==> config.mk <==
export PLATFORM = sky130hd
export DESIGN_NAME = cond_logic
export DESIGN_NICKNAME = d
export VERILOG_FILES = /design/src/rtl/cond_logic.sv
export SDC_FILE = /design/constraint.sdc
export NUM_CORES = 1
export LEC_CHECK = 0
export CAP_MARGIN = 0
export CORE_AREA = 2 2 39 41
export DETAILED_ROUTE_END_ITERATION = 7
export DIE_AREA = 0 0 41 43
export PLACE_DENSITY = 0.73
export SKIP_LAST_GASP = 1
export SLEW_MARGIN = 20
export SYNTH_ARGS = -nofsm -noshare
export SYNTH_HDL_FRONTEND = slang
export SYNTH_SLANG_ARGS = --single-unit
==> constraint.sdc <==
create_clock -name clk -period 1.5 [get_ports clk]
set_input_delay 0.225 -clock clk [delete_from_list [all_inputs] [get_ports clk]]
set_output_delay 0.225 -clock clk [all_outputs]
set_load 0.01 [all_outputs]
==> src/rtl/cond_logic.sv <==
// cond_logic: architectural NZCV flag register, ARM condition evaluation and
// condition gating of the multicycle controller's write strobes.
module cond_logic #(
  parameter int COND_W = 4,  // condition field width, fixed by the ISA
  parameter int FLAG_W = 4   // flag vector width, {N,Z,C,V} = [3:0]
) (
  input  logic              clk,
  input  logic              reset,
  input  logic [COND_W-1:0] Cond,
  input  logic [FLAG_W-1:0] ALUFlags,
  input  logic [1:0]        FlagW,
  input  logic              InstrStart,
  input  logic              PCS,
  input  logic              NextPC,
  input  logic              RegW,
  input  logic              MemW,
  output logic [FLAG_W-1:0] Flags,
  output logic              CondEx,
  output logic              PCWrite,
  output logic              RegWrite,
  output logic              MemWrite
);

  logic [FLAG_W-1:0] flags_q;
  logic [FLAG_W-1:0] flags_d;
  logic              condex_q;
  logic              condex_d;
  logic              cond_met;

  // Individual stored flags, named for readability of the condition table.
  logic flag_n;
  logic flag_z;
  logic flag_c;
  logic flag_v;

  assign flag_n = flags_q[3];
  assign flag_z = flags_q[2];
  assign flag_c = flags_q[1];
  assign flag_v = flags_q[0];

  // Condition evaluation always looks at the stored flags, never at ALUFlags.
  always_comb begin
    cond_met = 1'b0;
    case (Cond)
      4'b0000: cond_met = flag_z;                              // EQ
      4'b0001: cond_met = ~flag_z;                             // NE
      4'b0010: cond_met = flag_c;                              // CS
      4'b0011: cond_met = ~flag_c;                             // CC
      4'b0100: cond_met = flag_n;                              // MI
      4'b0101: cond_met = ~flag_n;                             // PL
      4'b0110: cond_met = flag_v;                              // VS
      4'b0111: cond_met = ~flag_v;                             // VC
      4'b1000: cond_met = flag_c & ~flag_z;                    // HI
      4'b1001: cond_met = ~flag_c | flag_z;                    // LS
      4'b1010: cond_met = ~(flag_n ^ flag_v);                  // GE
      4'b1011: cond_met = flag_n ^ flag_v;                     // LT
      4'b1100: cond_met = ~flag_z & ~(flag_n ^ flag_v);        // GT
      4'b1101: cond_met = flag_z | (flag_n ^ flag_v);          // LE
      default: cond_met = 1'b1;                                // AL / unconditional
    endcase
  end

  // Condition result is captured only at decode and held for the whole instruction.
  always_comb begin
    condex_d = condex_q;
    if (InstrStart) begin
      condex_d = cond_met;
    end
  end

  // Each flag half ({N,Z} and {C,V}) has its own write enable, gated by the
  // condition result already latched for this instruction (the old CondEx when
  // InstrStart coincides with a flag write).
  generate
    for (genvar gi = 0; gi < 2; gi++) begin : g_flag_half
      assign flags_d[gi*2 +: 2] = (FlagW[gi] && condex_q) ? ALUFlags[gi*2 +: 2]
                                                          : flags_q[gi*2 +: 2];
    end
  endgenerate

  // State registers; reset clears both flags and any latched condition.
  always_ff @(posedge clk) begin
    if (reset) begin
      flags_q  <= '0;
      condex_q <= 1'b0;
    end else begin
      flags_q  <= flags_d;
      condex_q <= condex_d;
    end
  end

  assign Flags  = flags_q;
  assign CondEx = condex_q;

  // Strobes follow the controller combinationally; fetch (NextPC) is never gated.
  assign PCWrite  = (PCS & condex_q) | NextPC;
  assign RegWrite = RegW & condex_q;
  assign MemWrite = MemW & condex_q;

endmodule

# Yosys cells after proc, flatten, opt, wreduce, memory -nomap -nowiden
# Cells that the tools add are included.
[op_classes]
eq_ne = 13
muxes = 1
n_bitwise = 14
reduce_logical = 3
[ops]
columns = ["operator", "count"]
rows = [
  ["$eq 4x4->1 const B", 6],
  ["$eq 4x3->1 const B", 4],
  ["$pmux 1 s14", 1],
  ["$eq 4x2->1 const B", 2],
  ["$and 1x1->1", 5],
  ["$not 1->1", 5],
  ["$eq 4x1->1 const B", 1],
  ["$logic_not 4->1", 1],
  ["$or 1x1->1", 3],
  ["$logic_and 1x1->1", 2],
  ["$xor 1x1->1", 1],
]
[word_totals]
regBits = 5
output_inout_bits = 8
wordCells = 34

# Depth between registers and ports, before layout
# Gate-level depths: netlist of run 1.
[logic_depth]
word_depth = 4
ltp_mapped = 4
depth_no_buf = 4

# Least setup slack after synthesis of run 1
# OpenSTA, ideal clock, no wires.
[synth_timing]
path_kind = "register to register"
start = "register flags_q[0], in the netlist Flags[0]"
end = "register condex_q, in the netlist CondEx"
t_arrival_ns = 1.239
required_ns = 1.377
slack_ns = 0.138
stages_incl_launch_ff = 5
path_buffers = 0
cell_sequence = "dfxtp_1 -> mux4_2 -> xor2_1 -> a41oi_1 -> o21ai_1"
[synth_via]
elab_chain_len = 4
elab_cells_between_ends = 6
[synth_rtl]
columns = ["element", "line_no", "rtl"]
rows = [
  ["from (decl)", "24", "logic [FLAG_W-1:0] flags_q;"],
  ["from (signal assigned)", "87", "flags_q <= flags_d;"],
  ["$xor 1x1->1", "--", ""],
  ["$not 1->1", "55, 57", ""],
  ["$and 1x1->1", "57", "4'b1100: cond_met = ~flag_z & ~(flag_n ^ flag_v);"],
  ["$pmux 1 s14 (*)", "44", "case (Cond)"],
  ["to (signal assigned)", "88", "condex_q <= condex_d;"],
  ["to (decl)", "26", "logic condex_q;"],
]
# Mark *: on every way between the ends. The rest lies on a longest branch, timed or not.
# A chain may end at the register's enable or synchronous reset.

# Worst setup path in the final report of run 1
# Ends and elaborated chain as after synthesis.

==> results.md, run 1 <==
- Io pins: 25
- DRC violations left: 0
- Vias in the first global route: 402
- Synthesized area per cell: 7.97 um2
- FFs w/ async S/R, synth: 0%
- Synth Register Bits: 5
- 1st-iter DRT viols: 7
- Post-CTS setup buffer count: 0
- DRT Pass-1 Iters: 4
- Post-synthesis cell area: ~340 um2
- Worst slack, placed: -395 ps
- Post-Synthesis Cells: 43
- Worst-Skew Late Latency: 240 ps
- Top_reg_cell synth: dfxtp_1
- Final WL: 1.06 mm
- Final min period: approximately 1400 ps
- Mux contribution to synthesized area: 6.57%
- ANT cells: 0
- Std cell rows: 14
- Clk pin slew, worst setup/hold paths: 50 ps
- Layout Area Growth over Synthesis: 96.0%
- Synth cell count leaders: nand2_1 (6), dfxtp_1 (5), a21oi_1 (4), inv_1 (4), nand3_1 (4)
- Slowest cell on the critical path: mux4_2
- Die X: 41 um
- Max VDD drop: ~390 uV
- Critical path arrival: 1560 ps
- Placer Congestion: 0.705
- First-pass GRT wire length: approximately 1.6 mm
- H-Tree Depth: 1
- Placed insts: 88
- Synthesized Nets: 60
- Die Ht: about 43 um
- Worst min path class: flip-flop to flip-flop
- Layout Cells excl Fill: 92
- Layout cells sized above 1: 14.5%
- Max Slew Vio Count: 0
- Maxcap violations: 0
- Worst path max stage delay: 490 ps
- Status: finished, final reports clean
- DP HPWL: between 800 and 900 um
- Die area: ~1800 um2
- CP Capture Type: flip-flop
- Final nets: 94
- Synth top area share: ~29%
- Clk sinks: 5
- Worst setup margin: between 50 and 60 ps
- Total power: 445 uW
- CTS tree: done
- Count leader, synth: nand2_1
- Initial Utilization: 24.8%
- Yosys warning count: 0
- Pwr dens: ~660 nW/um2
- Tcrit/Tclk final: about 97%
- Post-synthesis xor/xnor area fraction: under 10%
- Setup tns final: 0 ps
- Vias: 452
- Critical path, cell by cell: mux4_2, xor2_1, a41oi_1, o21ai_1
- Total track usage: a little over an eighth
- Post-synth EDFFs: 0
- Static Leak: roughly 0.30 nW
- Max-slew headroom: 78.8%
- Final ANT Viol Nets: 0
- Core area: around 1400 um2
- Setup violators final: 0
- Seq/Total Area, Yosys: ~29%
- CTS buffer count: 3
- GRT Residual Overflow: 0
- Final hold vios: 0
- CP Max Fanout: 4
- Drt wl/cell: 11.5 um
- Simple-gate share of the synthesized area: between 20% and 30%
- CTS Buffer Depth: 2
- Synth Area in Adders: 0%
- Compound-Gate Fraction of Synth Area: 26.3%
- RSZ-0062 raised after global routing: true
- Dominant cell type by area after synthesis: dfxtp_1
- Hold-fix buffers, CTS: 0
- Least-Margin Pin Slew: about 320 ps
- Kind of critical path: flip-flop to flip-flop
- Largest cells by area after synthesis: dfxtp_1 (29%), mux4_2 (6.6%), nand2_1 (6.6%)
- Vias per cell: 4.91
- Unique masters post-synth: 22
- Main combinational cell family by area after synthesis: simple AND/OR/NAND/NOR gates
- CTS root buf: clkbuf_4
- CP Launch Type: flip-flop
- Clock skew: 3.16 ps
- Initial antenna violation count: 0
- Largest net degree at the start of global routing: 9
- Achievable Freq: ~0.69 GHz
- Worst endpoint required time: 1610 ps
- Port buffer count: 24
## stage by stage
step	area, um2	hold WS, ps	util [%]
floorplan	343	294	-
global placement	644	492	46.6
detailed placement	644	490	46.6
CTS	667	499	48.2
global route	672	520	48.6
finish	672	496	48.6
## power by group
part           switching [mW]  internal [mW]
Clock                  0.0559          0.101
Combinational          0.0510         0.0864
Sequential            0.00970          0.141
## per-layer routing
metal | wire, um | global-route usage (%) | vias up
met3 | 71 | 3.66 | 2
met5 | 0 | 0 | -
li1 | - | - | 225
met4 | 14 | 8.00 | 0
met1 | 445 | 15.9 | 205
met2 | 526 | 20.3 | 20
## cell usage in the layout (no fill, tap or decap), types with 2 or more instances in the layout
cell             count
clkdlybuf4s50_1     18
clkbuf_4             3
dlymetal6s2s_1       2
nand2_1              6
dlygate4sd2_1        4
inv_1                4
dfxtp_1              4
nand3_1              4
and2_1               3
xor2_1               2
a21oi_1              4
buf_4                6
## area by class of cell
cell class | count | area (um2)
Fill cell | 148 | 712
Timing Repair Buffer | 30 | 285
Multi-Input combinational cell | 33 | 224
Sequential cell | 5 | 101
Clock buffer | 4 | 26.3
Tap cell | 16 | 20.0
Inverter | 4 | 15.0
## flip-flops by register name (all words and copies together), names as in the netlist
| signal | count |
|---|---|
| CondEx | 1 |
| Flags | 4 |
## cell families (layout without fill, tap and decap cells)
kind of cell | count (synthesis) | in the layout
buffers and inverters | 5 | 38
AO/OA/AOI/OAI | 13 | 13
flip-flops | 5 | 5
XOR/XNOR | 2 | 2
multiplexers | 1 | 1
AND/OR/NAND/NOR | 17 | 17
## final timing paths
check / startpoint / to / slack [ps] / depth (start not counted)
worst min register to register: Flags[1] / Flags[1] / 500 / 2
worst min-delay path: Flags[1] / Flags[1] / 500 / 2
worst max-delay path: Flags[0] / CondEx / 50 / 4
worst max register to register: Flags[0] / CondEx / 50 / 4
## what timing repair did
| action | 4_1_cts | 5_1_grt |
|---|---|---|
| setup endpoints to repair | 5 | 2 |
| gates resized for setup | 5 | 2 |
| pin swaps | 0 | 0 |
## critical path, delay by kind of cell (launching register included)
kind,cells,cell delay (ps)
multiplexers,1,490
AO/OA/AOI/OAI,2,320
flip-flops,1,340
XOR/XNOR,1,170
Note: power is estimated with default switching activity, not from simulation.
==> run 2, diff against run 1 <==
--- a/config.mk
+++ b/config.mk
@@ -5,11 +5,14 @@
 export SDC_FILE = /design/constraint.sdc
 export NUM_CORES = 1
 export LEC_CHECK = 0
+export ABC_AREA = 1
 export CAP_MARGIN = 0
-export CORE_AREA = 2 2 39 41
+export CELL_PAD_IN_SITES_DETAIL_PLACEMENT = 0
+export CELL_PAD_IN_SITES_GLOBAL_PLACEMENT = 2
+export CORE_MARGIN = 1.5
+export CORE_UTILIZATION = 15
 export DETAILED_ROUTE_END_ITERATION = 7
-export DIE_AREA = 0 0 41 43
-export PLACE_DENSITY = 0.73
+export PLACE_DENSITY = 0.84
 export SKIP_LAST_GASP = 1
 export SLEW_MARGIN = 20
 export SYNTH_ARGS = -nofsm -noshare
==> results.md, run 2 <==
- Die area: 2950 um2 (+67%)
- Vias in the first global route: 483 (+20%)
- Most frequent cells in the layout: nand2_1 (22), clkdlybuf4s50_1 (21), inv_1 (11)
- CP Launch Type: flip-flop
- Register area: 101 um2 (unchanged)
- Clock skew: 1.92 ps (-1.24 ps)
- Worst-Skew Late Latency: 250 ps (about the same)
- Tcrit/Tclk final: 95.3% (-1.3 points)
- CTS root buf: clkbuf_4
- Maxcap violations: 0 (unchanged)
- Final instance area: 712 um2 (+6.0%)
- Clk sinks: 5 (unchanged)
- Clk pin slew, worst setup/hold paths: 50 ps (about the same)
- Io pins: 25 (unchanged)
- Initial Utilization: 16.0% (-8.8 points)
- Largest cells by area after synthesis: dfxtp_1 (25%), nand2_1 (21%), inv_1 (10%)
- Vias: 549 (+21%)
- Critical path arrival: 1200 ps (-360 ps)
- Synthesized Nets: 89 (+48%)
- Post-synth EDFFs: 0 (unchanged)
- Placer Congestion: 0.749 (+6.3%)
- Final hold vios: 0 (unchanged)
- Drt wl/cell: 9.95 um (-14%)
- Die X: 54.3 um (+33%)
- Max Slew Vio Count: 0 (unchanged)
- Hold-fix buffers, CTS: 0 (unchanged)
- Top delay family on crit path: buffers and inverters
- GRT Residual Overflow: 0 (unchanged)
- DRT Pass-1 Iters: 4 (unchanged)
- Kind of critical path: flip-flop to output pin
- Final ANT Viol Nets: 0 (unchanged)
- Dominant cell type by area after synthesis: dfxtp_1
- Setup violators final: 0 (unchanged)
- Core area: 2480 um2 (+79%)
- DRC violations left: 0 (unchanged)
- Initial antenna violation count: 0 (unchanged)
- Commonest non-fill, non-tap cell in the layout: nand2_1
- Synthesized area per cell: 5.49 um2 (-31%)
- Post-Synthesis Cells: 72 (+67%)
- Std cell rows: 18 (+4)
- Critical path, cell by cell: clkdlybuf4s50_1
- CP Max Fanout: 4 (unchanged)
- Post-CTS setup buffer count: 0 (unchanged)
- DP HPWL: 1.06 mm (+22%)
- FFs w/ async S/R, synth: 0% (unchanged)
- Fillers: 306 (+110%)
- Yosys warning count: 0 (unchanged)
- Slowest cell on the critical path: clkdlybuf4s50_1
- Static Leak: 0.333 nW (+10%)
- Final WL: 1.31 mm (+24%)
- Dpl cell area: 688 um2 (+6.8%)
- Die Ht: 54.3 um (+26%)
- CTS tree: done
- CP Capture Type: output pin
- Synth cell count leaders: nand2_1 (22), inv_1 (11), nor2_1 (8)
- Final nets: 120 (+28%)
- Post-synthesis cell area: 395 um2 (+15%)
- Worst hold margin: 510 ps (+14.1 ps)
- Total track usage: 10.3% (-3.1 points)
- Post-CTS sizing: 4 (-1)
- Achievable Freq: 0.700 GHz (+1.4%)
- Vias per cell: 4.16 (-15%)
- ANT cells: 0 (unchanged)
- Worst endpoint required time: 1270 ps (-340 ps)
- Pwr dens: 666 nW/um2 (+0.54%)
- 1st-iter DRT viols: 10 (+3)
- H-Tree Depth: 1 (unchanged)
- Top_reg_cell synth: dfxtp_1
- Unique masters post-synth: 13 (-41%)
- CTS buffer count: 3 (unchanged)
- Seq/Total Area, Yosys: 25.3% (-3.9 points)
- Worst path max stage delay: 560 ps (+70 ps)
- Synth top area share: 25.3% (-3.9 points)
- Layout cells sized above 1: 9.80% (-4.7 points)
- Port buffer count: 24 (unchanged)
- CTS Buffer Depth: 2 (unchanged)
- Layout Area Growth over Synthesis: 80.1%
- First-pass GRT wire length: 2.10 mm (+32%)
- Area of the multi-input gates: 246 um2 (+10%)
- Status: finished, final reports clean
- Largest net degree at the start of global routing: 8 (-1)
- Largest register FFs: 4 (unchanged)
- Max-slew headroom: 82.4% (+3.6 points)
- Max VDD drop: 307 uV (-21%)
- Worst min path class: flip-flop to flip-flop
- Final min period: 1430 ps (-20.2 ps)
- Least-Margin Pin Slew: 264 ps (-53.8 ps)
- Synth Register Bits: 5 (unchanged)
- Count leader, synth: nand2_1
- Worst path bufs/invs: 1 (+1)
- RSZ-0062 raised after global routing: false
==> run 2: cell count changes after synthesis, sizes merged, moves of 3 or more <==
cell,before,now
and2,3,0
o21ai,1,6
nand3,4,9
inv,4,12
nand2,6,23
nor2,0,8
==> run 2: worst paths after layout <==
path             from  slack [ps]  endpoint  cells after the start
max          Flags[2]          70  Flags[2]                      1
min          Flags[3]         510  Flags[3]                      2
max reg2reg  Flags[0]         400    CondEx                      7
min reg2reg  Flags[3]         510  Flags[3]                      2
==> run 2: cell type report <==
| cell class | count | area share, % |
|---|---|---|
| flip-flops and latches | 5 | 14.2 |
| well taps | 30 | 5.27 |
| repair buffers | 26 | 35.3 |
| clock buffers | 4 | 3.69 |
| multi-input cells | 54 | 34.6 |
| inverters | 13 | 6.85 |
==> run 2: cell families (layout without fill, tap and decap cells) <==
family / after synthesis / count (layout) / share of synthesized area [%]
and+or+nand+nor: 41 / 41 / 45.3
AOI/OAI and AO/OA: 13 / 13 / 17.1
buffers and inverters: 13 / 43 / 12.3
DFF: 5 / 5 / 25.3
==> run 2: power by group <==
group / switching, mW / leakage, nW / internal, mW
combinational: 0.0688 / 0.277 / 0.0857
clock: 0.0636 / 0.0150 / 0.101
sequential: 0.0115 / 0.0413 / 0.143
total: 0.144 / 0.333 / 0.330
==> run 2: through the flow <==
stage | setup WS [ps] | power, mW | util [%] | setup TNS [ps] | cells
final | 71.1 | 0.474 | 28.7 | 0 | 132
after global placement | -32.4 | 0.314 | 27.8 | -92.5 | 128
after global routing | 19.8 | 0.509 | 28.7 | 0 | 132
after detailed placement | -47.6 | 0.315 | 27.8 | -122 | 128
after floorplan | 482 | 0.221 | - | 0 | 72
after CTS | 67.1 | 0.479 | 28.7 | 0 | 132
==> run 2: per-layer routing <==
layer | routed length, um | global-route usage (%) | up-vias
li1 | - | - | 288
met1 | 610 | 13.5 | 243
met2 | 612 | 14.3 | 15
met3 | 80 | 4.10 | 3
met4 | 10 | 5.00 | 0
met5 | 0 | 0 | -
